--- src/rtl/boil_fsm.sv ---
// rtl/boil_fsm.sv - brew kettle boil sequencer: fill, heat, timed boil with hop drops, chill, transfer
module boil_fsm #(
    parameter int T_BOIL     = 100,
    parameter int T_HOLD     = 98,
    parameter int T_PITCH    = 20,
    parameter int T_FAULT    = 110,
    parameter int L_BOIL     = 175,
    parameter int BOIL_TICKS = 60,
    parameter int AROMA_AT   = 50
) (
    input  logic       clk,
    input  logic       reset,
    input  logic       start,
    input  logic       tick,
    input  logic [7:0] temp,
    input  logic [7:0] level,
    output logic       heat,
    output logic       chill,
    output logic       pump_out,
    output logic [1:0] hop,
    output logic       done,
    output logic       fault,
    output logic [3:0] state
);

    localparam logic [7:0] TB_L  = T_BOIL[7:0];
    localparam logic [7:0] TH_L  = T_HOLD[7:0];
    localparam logic [7:0] TP_L  = T_PITCH[7:0];
    localparam logic [7:0] TF_L  = T_FAULT[7:0];
    localparam logic [7:0] LB_L  = L_BOIL[7:0];
    localparam logic [7:0] BT_L  = BOIL_TICKS[7:0];
    localparam logic [7:0] AA_L  = AROMA_AT[7:0];

    typedef enum logic [3:0] {
        S_IDLE      = 4'd0,
        S_WAIT_FILL = 4'd1,
        S_HEAT_UP   = 4'd2,
        S_BOIL      = 4'd3,
        S_CHILL     = 4'd4,
        S_TRANSFER  = 4'd5,
        S_DONE      = 4'd6,
        S_FAULT     = 4'd7
    } state_t;

    state_t     cur, nxt;
    logic [7:0] cnt, cnt_nxt;
    logic       aroma_done, aroma_nxt;
    logic [1:0] hop_nxt;
    logic       over;

    assign over = temp > TF_L;

    always_comb begin
        nxt       = cur;
        cnt_nxt   = cnt;
        aroma_nxt = aroma_done;
        hop_nxt   = 2'b00;
        case (cur)
            S_IDLE:      if (start) nxt = S_WAIT_FILL;
            S_WAIT_FILL: if (level >= LB_L) nxt = S_HEAT_UP;
            S_HEAT_UP: begin
                if (over) begin
                    nxt = S_FAULT;
                end else if (temp >= TB_L) begin
                    nxt       = S_BOIL;
                    cnt_nxt   = 8'd0;
                    aroma_nxt = 1'b0;
                    hop_nxt   = 2'b01;
                end
            end
            S_BOIL: begin
                // Exit is checked before counting, so a tick on the exit cycle is dropped
                if (over) begin
                    nxt = S_FAULT;
                end else if (cnt == BT_L) begin
                    nxt = S_CHILL;
                end else begin
                    if (tick && temp >= TH_L) cnt_nxt = cnt + 8'd1;
                    if (cnt == AA_L && !aroma_done) begin
                        hop_nxt   = 2'b10;
                        aroma_nxt = 1'b1;
                    end
                end
            end
            S_CHILL:     if (temp <= TP_L) nxt = S_TRANSFER;
            S_TRANSFER:  if (level == 8'd0) nxt = S_DONE;
            S_DONE:      nxt = S_IDLE;
            S_FAULT:     nxt = S_FAULT;
            default:     nxt = S_IDLE;
        endcase
    end

    always_ff @(posedge clk) begin
        if (reset) begin
            cur        <= S_IDLE;
            cnt        <= 8'd0;
            aroma_done <= 1'b0;
            hop        <= 2'b00;
        end else begin
            cur        <= nxt;
            cnt        <= cnt_nxt;
            aroma_done <= aroma_nxt;
            hop        <= hop_nxt;
        end
    end

    assign heat     = (cur == S_HEAT_UP) || (cur == S_BOIL);
    assign chill    = (cur == S_CHILL);
    assign pump_out = (cur == S_TRANSFER);
    assign done     = (cur == S_DONE);
    assign fault    = (cur == S_FAULT);
    assign state    = cur;

endmodule

--- config.mk ---
export PLATFORM = sky130hd
export DESIGN_NAME = boil_fsm
export DESIGN_NICKNAME = d
export VERILOG_FILES = /design/src/rtl/boil_fsm.sv
export SDC_FILE = /design/constraint.sdc
export NUM_CORES = 1
export LEC_CHECK = 0
export CAP_MARGIN = 20
export CORE_MARGIN = 8
export CORE_UTILIZATION = 50
export CTS_CLUSTER_DIAMETER = 60
export DETAILED_ROUTE_END_ITERATION = 6
export PLACE_DENSITY = 0.84
export REMOVE_ABC_BUFFERS = 1
export SLEW_MARGIN = 20
export SYNTH_ARGS = -nofsm -noshare
export SYNTH_HDL_FRONTEND = slang
export SYNTH_SLANG_ARGS = --single-unit
--- constraint.sdc ---
create_clock -name clk -period 2.7 [get_ports clk]
set_clock_uncertainty 0.05 [all_clocks]
set_input_delay 0.27 -clock clk [delete_from_list [all_inputs] [get_ports clk]]
set_output_delay 0.27 -clock clk [all_outputs]
set_load 0.005 [all_outputs]
# ---- After elaboration in Yosys (flattened, before gate mapping)
# Cells that the tools add are included.
dict set report totals {
  in_bits 20
  register_bits 15
}
dict set report classes {
  muxes 27
  n_addsub 1
  reduce_logical 10
  n_eq_ne 21
  order_cmp 5
}
# op count
set op_table {}
lappend op_table {{2-to-1 mux 8 bit} 5}
lappend op_table {{2-to-1 mux 4 bit} 8}
lappend op_table {{case mux 4 bit (7 select lines)} 1}
lappend op_table {{AND reduction 6 bit} 3}
lappend op_table {{== test 4 x 3 -> 1 bit (second input constant)} 4}
lappend op_table {{== test 8 x 6 -> 1 bit (second input constant)} 2}
lappend op_table {{>= comparator 8 x 7 -> 1 bit (second input constant)} 2}
lappend op_table {{inequality test 2 bit (second input constant)} 8}
lappend op_table {{case mux 8 bit (2 select lines)} 1}
lappend op_table {{adder 8 x 1 -> 8 bit (second input constant)} 1}
lappend op_table {{== test 4 x 2 -> 1 bit (second input constant)} 2}
lappend op_table {{>= comparator 8 bit (second input constant)} 1}
lappend op_table {{> comparator 8 x 7 -> 1 bit (second input constant)} 1}
lappend op_table {{less-or-equal comparator 8 x 5 -> 1 bit (second input constant)} 1}
lappend op_table {{logical NOT 8 bit} 1}
lappend op_table {{2-to-1 mux 1 bit} 7}
lappend op_table {{2-to-1 mux 2 bit} 3}
lappend op_table {{inequality test 3 bit (second input constant)} 2}
lappend op_table {{== test 4 x 1 -> 1 bit (second input constant)} 1}
lappend op_table {{logical NOT 4 bit} 1}
lappend op_table {{inequality test 2 x 1 -> 1 bit (second input constant)} 2}
lappend op_table {{case mux 2 bit (2 select lines)} 1}
lappend op_table {{logical AND 1 bit} 2}
lappend op_table {{case mux 1 bit (2 select lines)} 1}
lappend op_table {{3 further kinds} 3}

# ---- Depth between registers and ports, before layout
dict set report depth {
  ltp_word 6
  ltp_mapped 7
  ltp_nobuf 7
}

# ---- Worst setup path before layout
# OpenSTA, ideal clock, no wires.
dict set report synth_timing {
  path_type {reg-to-reg}
  from {register cnt[0]}
  to {register cnt[5]}
  path_stages_with_launch 8
  setup_ns 0.084
  path_slack_ns 0.858
  required_ns 2.566
  period_less_slack_ns 1.842
  arrival_time_ns 1.708
  cell_sequence {dfxtp_1 -> inv_1 -> ha_1 -> nand3_1 -> nor2_1 -> or3_4 -> or3_4 -> o31ai_2}
}
dict set report synth_between {
  elab_chain_len 5
  word_cells_on_any_way 8
  classes_between {add/sub (1); eq/ne (2); mux (4); reduce/logical (1)}
}
# item line
set synth_rtl {}
lappend synth_rtl {{start, declared} 46} ;# logic [7:0] cnt, cnt_nxt;
lappend synth_rtl {{start signal, assigned} 101} ;# cnt <= cnt_nxt;
lappend synth_rtl {{adder 8 x 1 -> 8 bit} 78} ;# if (tick && temp >= TH_L) cnt_nxt = cnt + 8'd1;
lappend synth_rtl {{2-to-1 mux 8 bit} 78}
lappend synth_rtl {{2-to-1 mux 8 bit} 75} ;# end else if (cnt == BT_L) begin
lappend synth_rtl {{2-to-1 mux 8 bit} 73} ;# if (over) begin
lappend synth_rtl {{case mux 8 bit (2 select lines)} 58} ;# case (cur)
# Parallel ways exist; a longest one is shown, timed or not. The select of a mux whose other input is x is not followed.
# A chain may end at the register's enable or synchronous reset.

# ---- Worst setup path in the final report
dict set report layout_timing {
  from {register cur[1] (netlist: state[1])}
  to {register cnt[6]}
}
dict set report layout_between {
  elab_chain_len 3
  word_cells_on_any_way 10
  classes_between {eq/ne (7); mux (1); reduce/logical (2)}
}
# item line
set layout_rtl {}
lappend layout_rtl {{start, declared} 45} ;# state_t cur, nxt;
lappend layout_rtl {{start signal, assigned} 100} ;# cur <= nxt;
lappend layout_rtl {{== test 4 x 2 -> 1 bit} 58}
lappend layout_rtl {{inequality test 2 bit (no line) / nonzero test 2 bit (equally long branches)} n/a}
lappend layout_rtl {{AND reduction 6 bit (no line)} n/a}
# Parallel ways exist; a longest one is shown, timed or not.

==> run summary <==
Post-synth top area share -> 0.267
Switch share -> 0.371
Post-synth EDFFs -> 0
Final setup viols -> 0
Synth Area in XOR/XNOR -> 0
Setup_tns -> 0 ns
Worst r2r path cells -> 5
Slew at the pin closest to its max-slew limit -> 0.643 ns
Most common cell after layout, fill and taps aside -> clkdlybuf4s50_1
Skew-Pair Late Insertion Delay -> 0.28 ns
Remaining routing DRC violations -> 0
RSZ-0062 raised after global routing -> false
DP HPWL -> 2.30 mm
Yosys cell types -> 46
Syn_area_per_cell -> 7.96 um2
Crit end category -> flip-flop
Post-CTS setup buffers -> 0
Crit path DAT -> 2.49 ns
Relative slew slack -> 0.571
Antenna fix cells -> 0
Critical Path RT -> 2.84 ns
Post_cts resized -> 0
Die Area -> 0.00382 mm2
Pre-CTS setup slack -> 0.331 ns
Critical-path cell list -> nor2b_1, nand2_2, or3_4, or3_4, o41ai_2
CP startpoint kind -> flip-flop
Total track usage -> 0.169
Non-Filler Instances -> 187
Share of layout cells above drive strength 1 -> 0.144
Critical Path Start -> state[1]
Max cap viols -> 0
Worst-path clk slew -> 0.09 ns
Fin crit share -> 0.869
Post-synthesis sequential area ratio -> 0.267
Worst setup margin -> 0.354 ns
Critical setup path kind -> flip-flop to flip-flop
Comb pwr share -> 0.445
Number of global-route vias before repair -> 1102
Final min period -> 2.35 ns
Initial DRC Count -> 46
WP buf/inv -> 0
Final nets -> 184
Fmax achieved -> 426 MHz
Main synth FF type -> dfxtp_1
Min Hold Slack -> 0.480 ns
Initial core utilization -> 0.530
Pin count of the biggest net entering global routing -> 22
Post-synth design cell area -> 0.00105 mm2
#FFs+latches synth -> 14
Reg2reg setup slack -> 0.35 ns
Cell taking the most area after synthesis -> dfxtp_1
Crit. path cell count -> 5
Clock share of power -> 0.197
P_int -> 497 uW
CTS root buffer -> clkbuf_4
Post-synthesis mux area share -> 0.0238
Row cnt -> 16
Vias after detailed routing -> 1150
CTS tree -> done
Htree depth -> 1
Reg-to-reg endpoint -> cnt[6]
Setup crit end -> cnt[6]
Crit-path slowest cell -> dfxtp_1
Core Area -> 0.00198 mm2
Post-Route WL -> 3.03 mm
Net Switching -> 293 uW
Simple-gate share of the synthesized area -> 0.339
Layout Utilization -> 0.701
First-pass GRT wire length -> 4.95 mm
Mapped Cells -> 132
Commonest cells after routing, fill and taps aside -> clkdlybuf4s50_1 (29), dfxtp_1 (14), nor2_1 (12), nand2_1 (9)
Combinational family with the most area after synthesis -> simple AND/OR/NAND/NOR gates
Io pins -> 31
Maximum buffer depth of the clock tree -> 2
Die width -> 61.8 um
Die H -> 61.8 um
Fillers -> 165
Compound-Gate Fraction of Synth Area -> 0.282
Drt pass-1 iters -> 4
Final Hold Vio Count -> 0
Worst hold path type -> flip-flop to flip-flop
Yosys warns -> 0
Clock sink count -> 14
Global route overflow -> 0
Per-cell routed wire length -> 16.2 um
Most area-consuming cells after synthesis -> dfxtp_1 (27%), nor2_1 (4.3%), nor3_1 (3.8%)
Status -> finished clean
Hold_buf cts -> 0
Avg Vias per Cell -> 6.15
Critical path's largest stage delay -> 0.54 ns
Initial antenna violation count -> 0
Asr flop ratio synth -> 0
Static Leak -> 0.000494 uW
Port-buffer cells -> 29
Crit-path most repeated cell -> or3_4
Worst VDD drop -> 0.476 mV
RR Startpoint -> state[1]
Layout area overhead -> 32.3%
ANT nets after route -> 0
Placed insts -> 183
Critical path peak fanout -> 12
GPL Wtd Cong -> 0.851
PwrDens -> 568 mW/mm2
Final Slew Violations -> 0
Synth Area in Adders -> 0.0357
Sequential Power Share -> 0.359
Cts bufs inserted -> 3
Crit path max-delay family -> simple AND/OR/NAND/NOR gates
-- cell type report --
class	count	area, um2	share of cell area
timing repair buffer	31	305	0.220
tap	27	33.8	0.0243
clock buffer	4	36.3	0.0261
sequential	14	280	0.202
inverter	4	15.0	0.0108
multi-input combinational	107	719	0.518
-- state kept, by name, summed over array words and instances, names as in the netlist --
signal	flops
aroma_done	1
state	3
hop	2
cnt	8
-- kinds of logic (layout without fill, tap and decap cells) --
| group | count (synthesis) | count (layout) |
|---|---|---|
| compound gates | 39 | 39 |
| fa+ha+maj | 3 | 3 |
| buf+inv | 11 | 39 |
| flops | 14 | 14 |
| mux | 2 | 2 |
| other cells | 1 | 1 |
| simple gates | 62 | 62 |
-- power groups by stage --
stage,Sequential [uW],Clock (uW),Combinational (uW)
after detailed placement,287,0,348
after floorplan,279,0,191
after CTS,282,156,349
after global placement,285,0,335
after global routing,290,165,376
final,283,155,351
-- worst min-delay path by stage --
stage,from,cells past startpoint,to
after detailed placement,cnt[7],1,cnt[7]
after CTS,cnt[7],1,cnt[7]
final,cnt[5],1,cnt[5]
after global placement,cnt[7],1,cnt[7]
after global routing,cnt[7],1,cnt[7]
after floorplan,reset,1,cnt[7]
-- through the flow --
stage / power [uW] / cell area [um2]
after floorplan: 470 / 1010
after global placement: 621 / 1350
after detailed placement: 634 / 1350
after CTS: 788 / 1390
after global routing: 831 / 1390
final: 790 / 1390
-- worst reg2reg max path: stages (launching register included) --
cell and delay (ns):
dfxtp_1 0.54, nor2b_1 0.45, nand2_2 0.16, or3_4 0.46
or3_4 0.39, o41ai_2 0.21
-- synth_stat cells (3+ instances only) --
cell	count
ha_1	3
nand3_1	6
a21oi_1	7
o21ai_0	8
a31oi_1	3
nor4_1	3
clkbuf_1	3
nor2_1	12
nand2_1	9
dfxtp_1	14
and3_1	3
nor3_1	8
a21o_1	3
inv_1	4
-- layer usage --
layer / up-vias / GRT usage / wire, um / share of wire
met3: 7 / 0.0247 / 223 / 0.074
met5: - / 0 / 0 / 0
met4: 0 / 0.0682 / 45 / 0.015
met2: 50 / 0.291 / 1450 / 0.48
li1: 556 / - / - / -
met1: 537 / 0.203 / 1310 / 0.43
(Power assumes the default switching activity.)
==> variant 1 (same flow settings) <==
Reset style: asynchronous (`reset`), changed in one clocked block.
--- a/src/rtl/boil_fsm.sv
+++ b/src/rtl/boil_fsm.sv
@@ -92,3 +92,3 @@
 
-    always_ff @(posedge clk) begin
+    always_ff @(posedge clk or posedge reset) begin
         if (reset) begin
Formal check against the unedited RTL: differs if reset is asserted again (counterexample within 4 cycles, from zero or initial values and one cycle with reset high); with reset held inactive, the same outputs for 10 cycles.
==> variant 1 against the original RTL <==
  * Total power is 24% higher
  * Critical path type is now reg2out
  * Final area shrank 4.0%
  * Critical path depth fell by 2
  * Routed wire length shrank 14%
  * Synthesized area down 5.0%
  * Worst setup slack better by 230 ps
  * Largest cell class unchanged
  * Sequential cell count unchanged
  * Clock power shrank 6%
==> variant 1: results (changes against the original RTL) <==
- Outcome: finished clean
- Data arrival, critical path: 1790 ps (-700 ps)
- Vias after detailed routing: 999 (-13%)
- Cell types with the highest counts after synthesis: sky130_fd_sc_hd__dfrtp_1 (14), sky130_fd_sc_hd__nor2_1 (12), sky130_fd_sc_hd__a31oi_1 (8)
- The proportion of synthesized flip-flops having asynchronous set or reset was 1.00 (+1.00).
* Post-route cell area: 0.00134 sq mm (-4.0%)
* Average cell area after synthesis: 8.84 sq um (+11%)
- Number of fill cells: 166 (+0.61%)
- The overall fraction of global-route tracks in use is 0.144 (-0.0249).
* Via count of the first global-routing pass: 953 (-14%)
- Share of total power consumed by net switching: 0.399 (+0.0276)
- The placement-stage cell area is 0.00130 sq mm (-4.1%).
- Seq/Total Area, Yosys: 0.351 (+0.0842)
- The complex-gate fraction of the synthesized area is 0.268 (-0.0140).
* Inst Count DP: 165 (-9.8%)
- The worst hold path belongs to the class in2async.
- CP top delay family: buffers and inverters
- The worst vdd rail ir drop came to 0.645 mV (+36%).
- Number of DRC violations after detailed-routing iteration 0: 29 (-37%)
- The global routing met3 resource utilization was 0.0572 (+0.0325).
- The largest fanout on the critical path was 11 (-1).
- The distinct cell type count after synthesis came to 41 (-11%).
- Synth Area in Adders: 0.0376 (+0.00188)
- Largest stage delay, worst path: 590 ps (+50 ps)
- Net count, final: 166 (-9.8%)
* Leak Pwr: 0.565 nW (+14%)
* Post-Place Worst Slack: 518 ps (+187 ps)
- The share of post-route cells with drive strength above 1 came to 0.0634 (-0.0804).
- Standard cell with the maximum stage delay on the critical path: sky130_fd_sc_hd__dfrtp_1
- Worst slew margin: 0.499 (-0.0719)
variant 1: changes by cell type in the layout (fill, tap and decap cells not counted), sizes merged, moves of 3 or more:
cell / change
nand3: -3
a31oi: +5
dfrtp: +14
nor3: -5
dfxtp: -14
nand2b: +3
nand2: -3
o21ai: -4
o211ai: -3
or4: -3
variant 1: worst paths after layout:
path	from	to	slack, ps	cells past startpoint
max	state[0]	pump_out	590	3
min	reset	hop[0]	270	2
max reg2reg	state[1]	cnt[1]	810	5
min reg2reg	cnt[7]	cnt[7]	450	1
max in group asynchronous	reset	cnt[1]	1990	2
min in group clk	cnt[7]	cnt[7]	450	1
variant 1: power groups by stage:
| stage | Sequential (mW) | Clock (mW) | Combinational [mW] |
|---|---|---|---|
| 2_1_floorplan | 0.329 | 0 | 0.294 |
| 3_3_place_gp | 0.340 | 0 | 0.483 |
| 3_5_place_dp | 0.341 | 0 | 0.501 |
| 4_1_cts | 0.338 | 0.148 | 0.502 |
| 5_1_grt | 0.348 | 0.158 | 0.548 |
| 6_report | 0.339 | 0.145 | 0.498 |
variant 1: metal layers:
layer / wire length [um] / share of wire
met5: 0 / 0
met4: 8 / 0.0031
met3: 290 / 0.11
met2: 1310 / 0.50
met1: 1010 / 0.39
variant 1: final cells by class:
type,count,area share
Multi-Input combinational cell,89,0.451
Timing Repair Buffer,29,0.217
Tap cell,27,0.0253
Sequential cell,14,0.262
Clock buffer,4,0.0272
Inverter,6,0.0169
variant 1: worst register-to-register path, delay by kind of cell, from the launching register on:
family / cells / cell delay (ps)
muxes: 1 / 240
AOI/OAI and AO/OA: 2 / 720
DFF: 1 / 510
and+or+nand+nor: 2 / 290
==> variant 2 (same flow settings) <==
Made on the original files. `BOIL_TICKS`: 60 -> 30.
--- a/src/rtl/boil_fsm.sv
+++ b/src/rtl/boil_fsm.sv
@@ -7,3 +7,3 @@
     parameter int L_BOIL     = 175,
-    parameter int BOIL_TICKS = 60,
+    parameter int BOIL_TICKS = 30,
     parameter int AROMA_AT   = 50
Check against the original RTL: same outputs for any inputs over 10 cycles, from zero or initial values and one cycle with reset high; that may be too few to reach the edited logic, so the function may still have changed.
==> variant 2 against the original RTL <==
  * Final area decreased by 1.7%
  * Sequential share of layout area increased by 0.35 points
  * Critical endpoint is now pump_out
  * Die area is 0.97% higher
  * Sequential cell count did not move
  * Synthesized area is 1.3% higher
  * Worst setup slack got worse by 14 ps
  * Routed wire length down 8.0%
  * Maximum frequency fell by 0.58%
  * Total power decreased by 12%
  * Global-route usage is 2.7 points lower
  * Via count shrank 2.1%
  * Count of clock-buffer cells in the layout shrank 1
==> variant 2: results (changes against the original RTL) <==
* Data arrival, critical path: 2040 ps (-450 ps)
- The multi-input combinational cell area is 721 sq um (+0.17%).
* Setup slack of the most critical reg-to-reg path: 720 ps (+370 ps)
- Proportion of final cell area spent on non-clock buffers: 0.212 (-0.00717)
* Final non-filler cell total: 184 (-1.6%)
- The number of global-route vias before repair is 1,057 (-4.1%).
- The count of fill cells added during filler insertion is 159 (-3.6%).
* Layout cell share with drive strength beyond 1: 0.0955 (-0.0482)
- Following the worst setup path forward leads to its endpoint at pump_out.
- Combinational power share: 0.425 (-0.020)
- The flow ran to the end, and the final reports show no timing, DRC or antenna violations.
* PwrDens: 507 mW/mm^2 (-11%)
- Leak Pwr: 0.505 nW (+2.2%)
- The vias per cell came to 6.12 (-0.49%).
- Clk network pwr share: 0.175 (-0.022)
- The startpoint identified for the worst register-to-register timing path is cnt[0].
* GRT Overall Usage: 0.141 (-0.0273)
* Cell area after placement: 0.00134 sq mm (-0.74%)
* Buffers excl. clock: 29 (-6.5%)
- The inverter count came to 5 (+1).
- The starting DRC count in detailed routing was 39 (-15%).
- The largest net degree at the start of global routing came to 17 (-23%).
* Fraction of met1 tracks used by global routing: 0.170 (-0.0326)
* Worst hold path endpoint: aroma_done
- Share of the final layout cell area in sequential cells: 0.205 (+0.00351)
* Sum of routed wire segments on met1: 1290 um (-2.0%)
* Worst-path maximum fanout: 13 (+1)
- Half-perimeter wire length after placement: 2200 um (-4.2%)
- The final worst-path setup slack is 340 ps (-13.6 ps).
- Full die area: 0.00386 sq mm (+0.97%)
- Seq_cells: 14 (unchanged)
==> variant 2: cell types whose count changed in the layout (fill, tap and decap cells not counted), moves of 3 or more <==
cell / change
sky130_fd_sc_hd__nand4_1: +3
sky130_fd_sc_hd__nor4_1: +4
sky130_fd_sc_hd__nand2_1: -3
sky130_fd_sc_hd__a21oi_1: +5
==> variant 2: critical path, cell delays in order (launching register included) <==
cell and delay, ps:
sky130_fd_sc_hd__dfxtp_1 650, sky130_fd_sc_hd__inv_1 270, sky130_fd_sc_hd__nor3_1 280, sky130_fd_sc_hd__clkdlybuf4s50_1 560
==> variant 2: kinds of logic (layout without fill, tap and decap cells) <==
group,count (synthesis),in the layout,synth area share
multiplexers,2,2,0.0188
adder cells (fa/ha/maj),2,2,0.0235
buffers and inverters,10,37,0.0599
other,1,1,0.00352
flip-flops,14,14,0.263
AND/OR/NAND/NOR,63,63,0.376
AO/OA/AOI/OAI,38,38,0.255
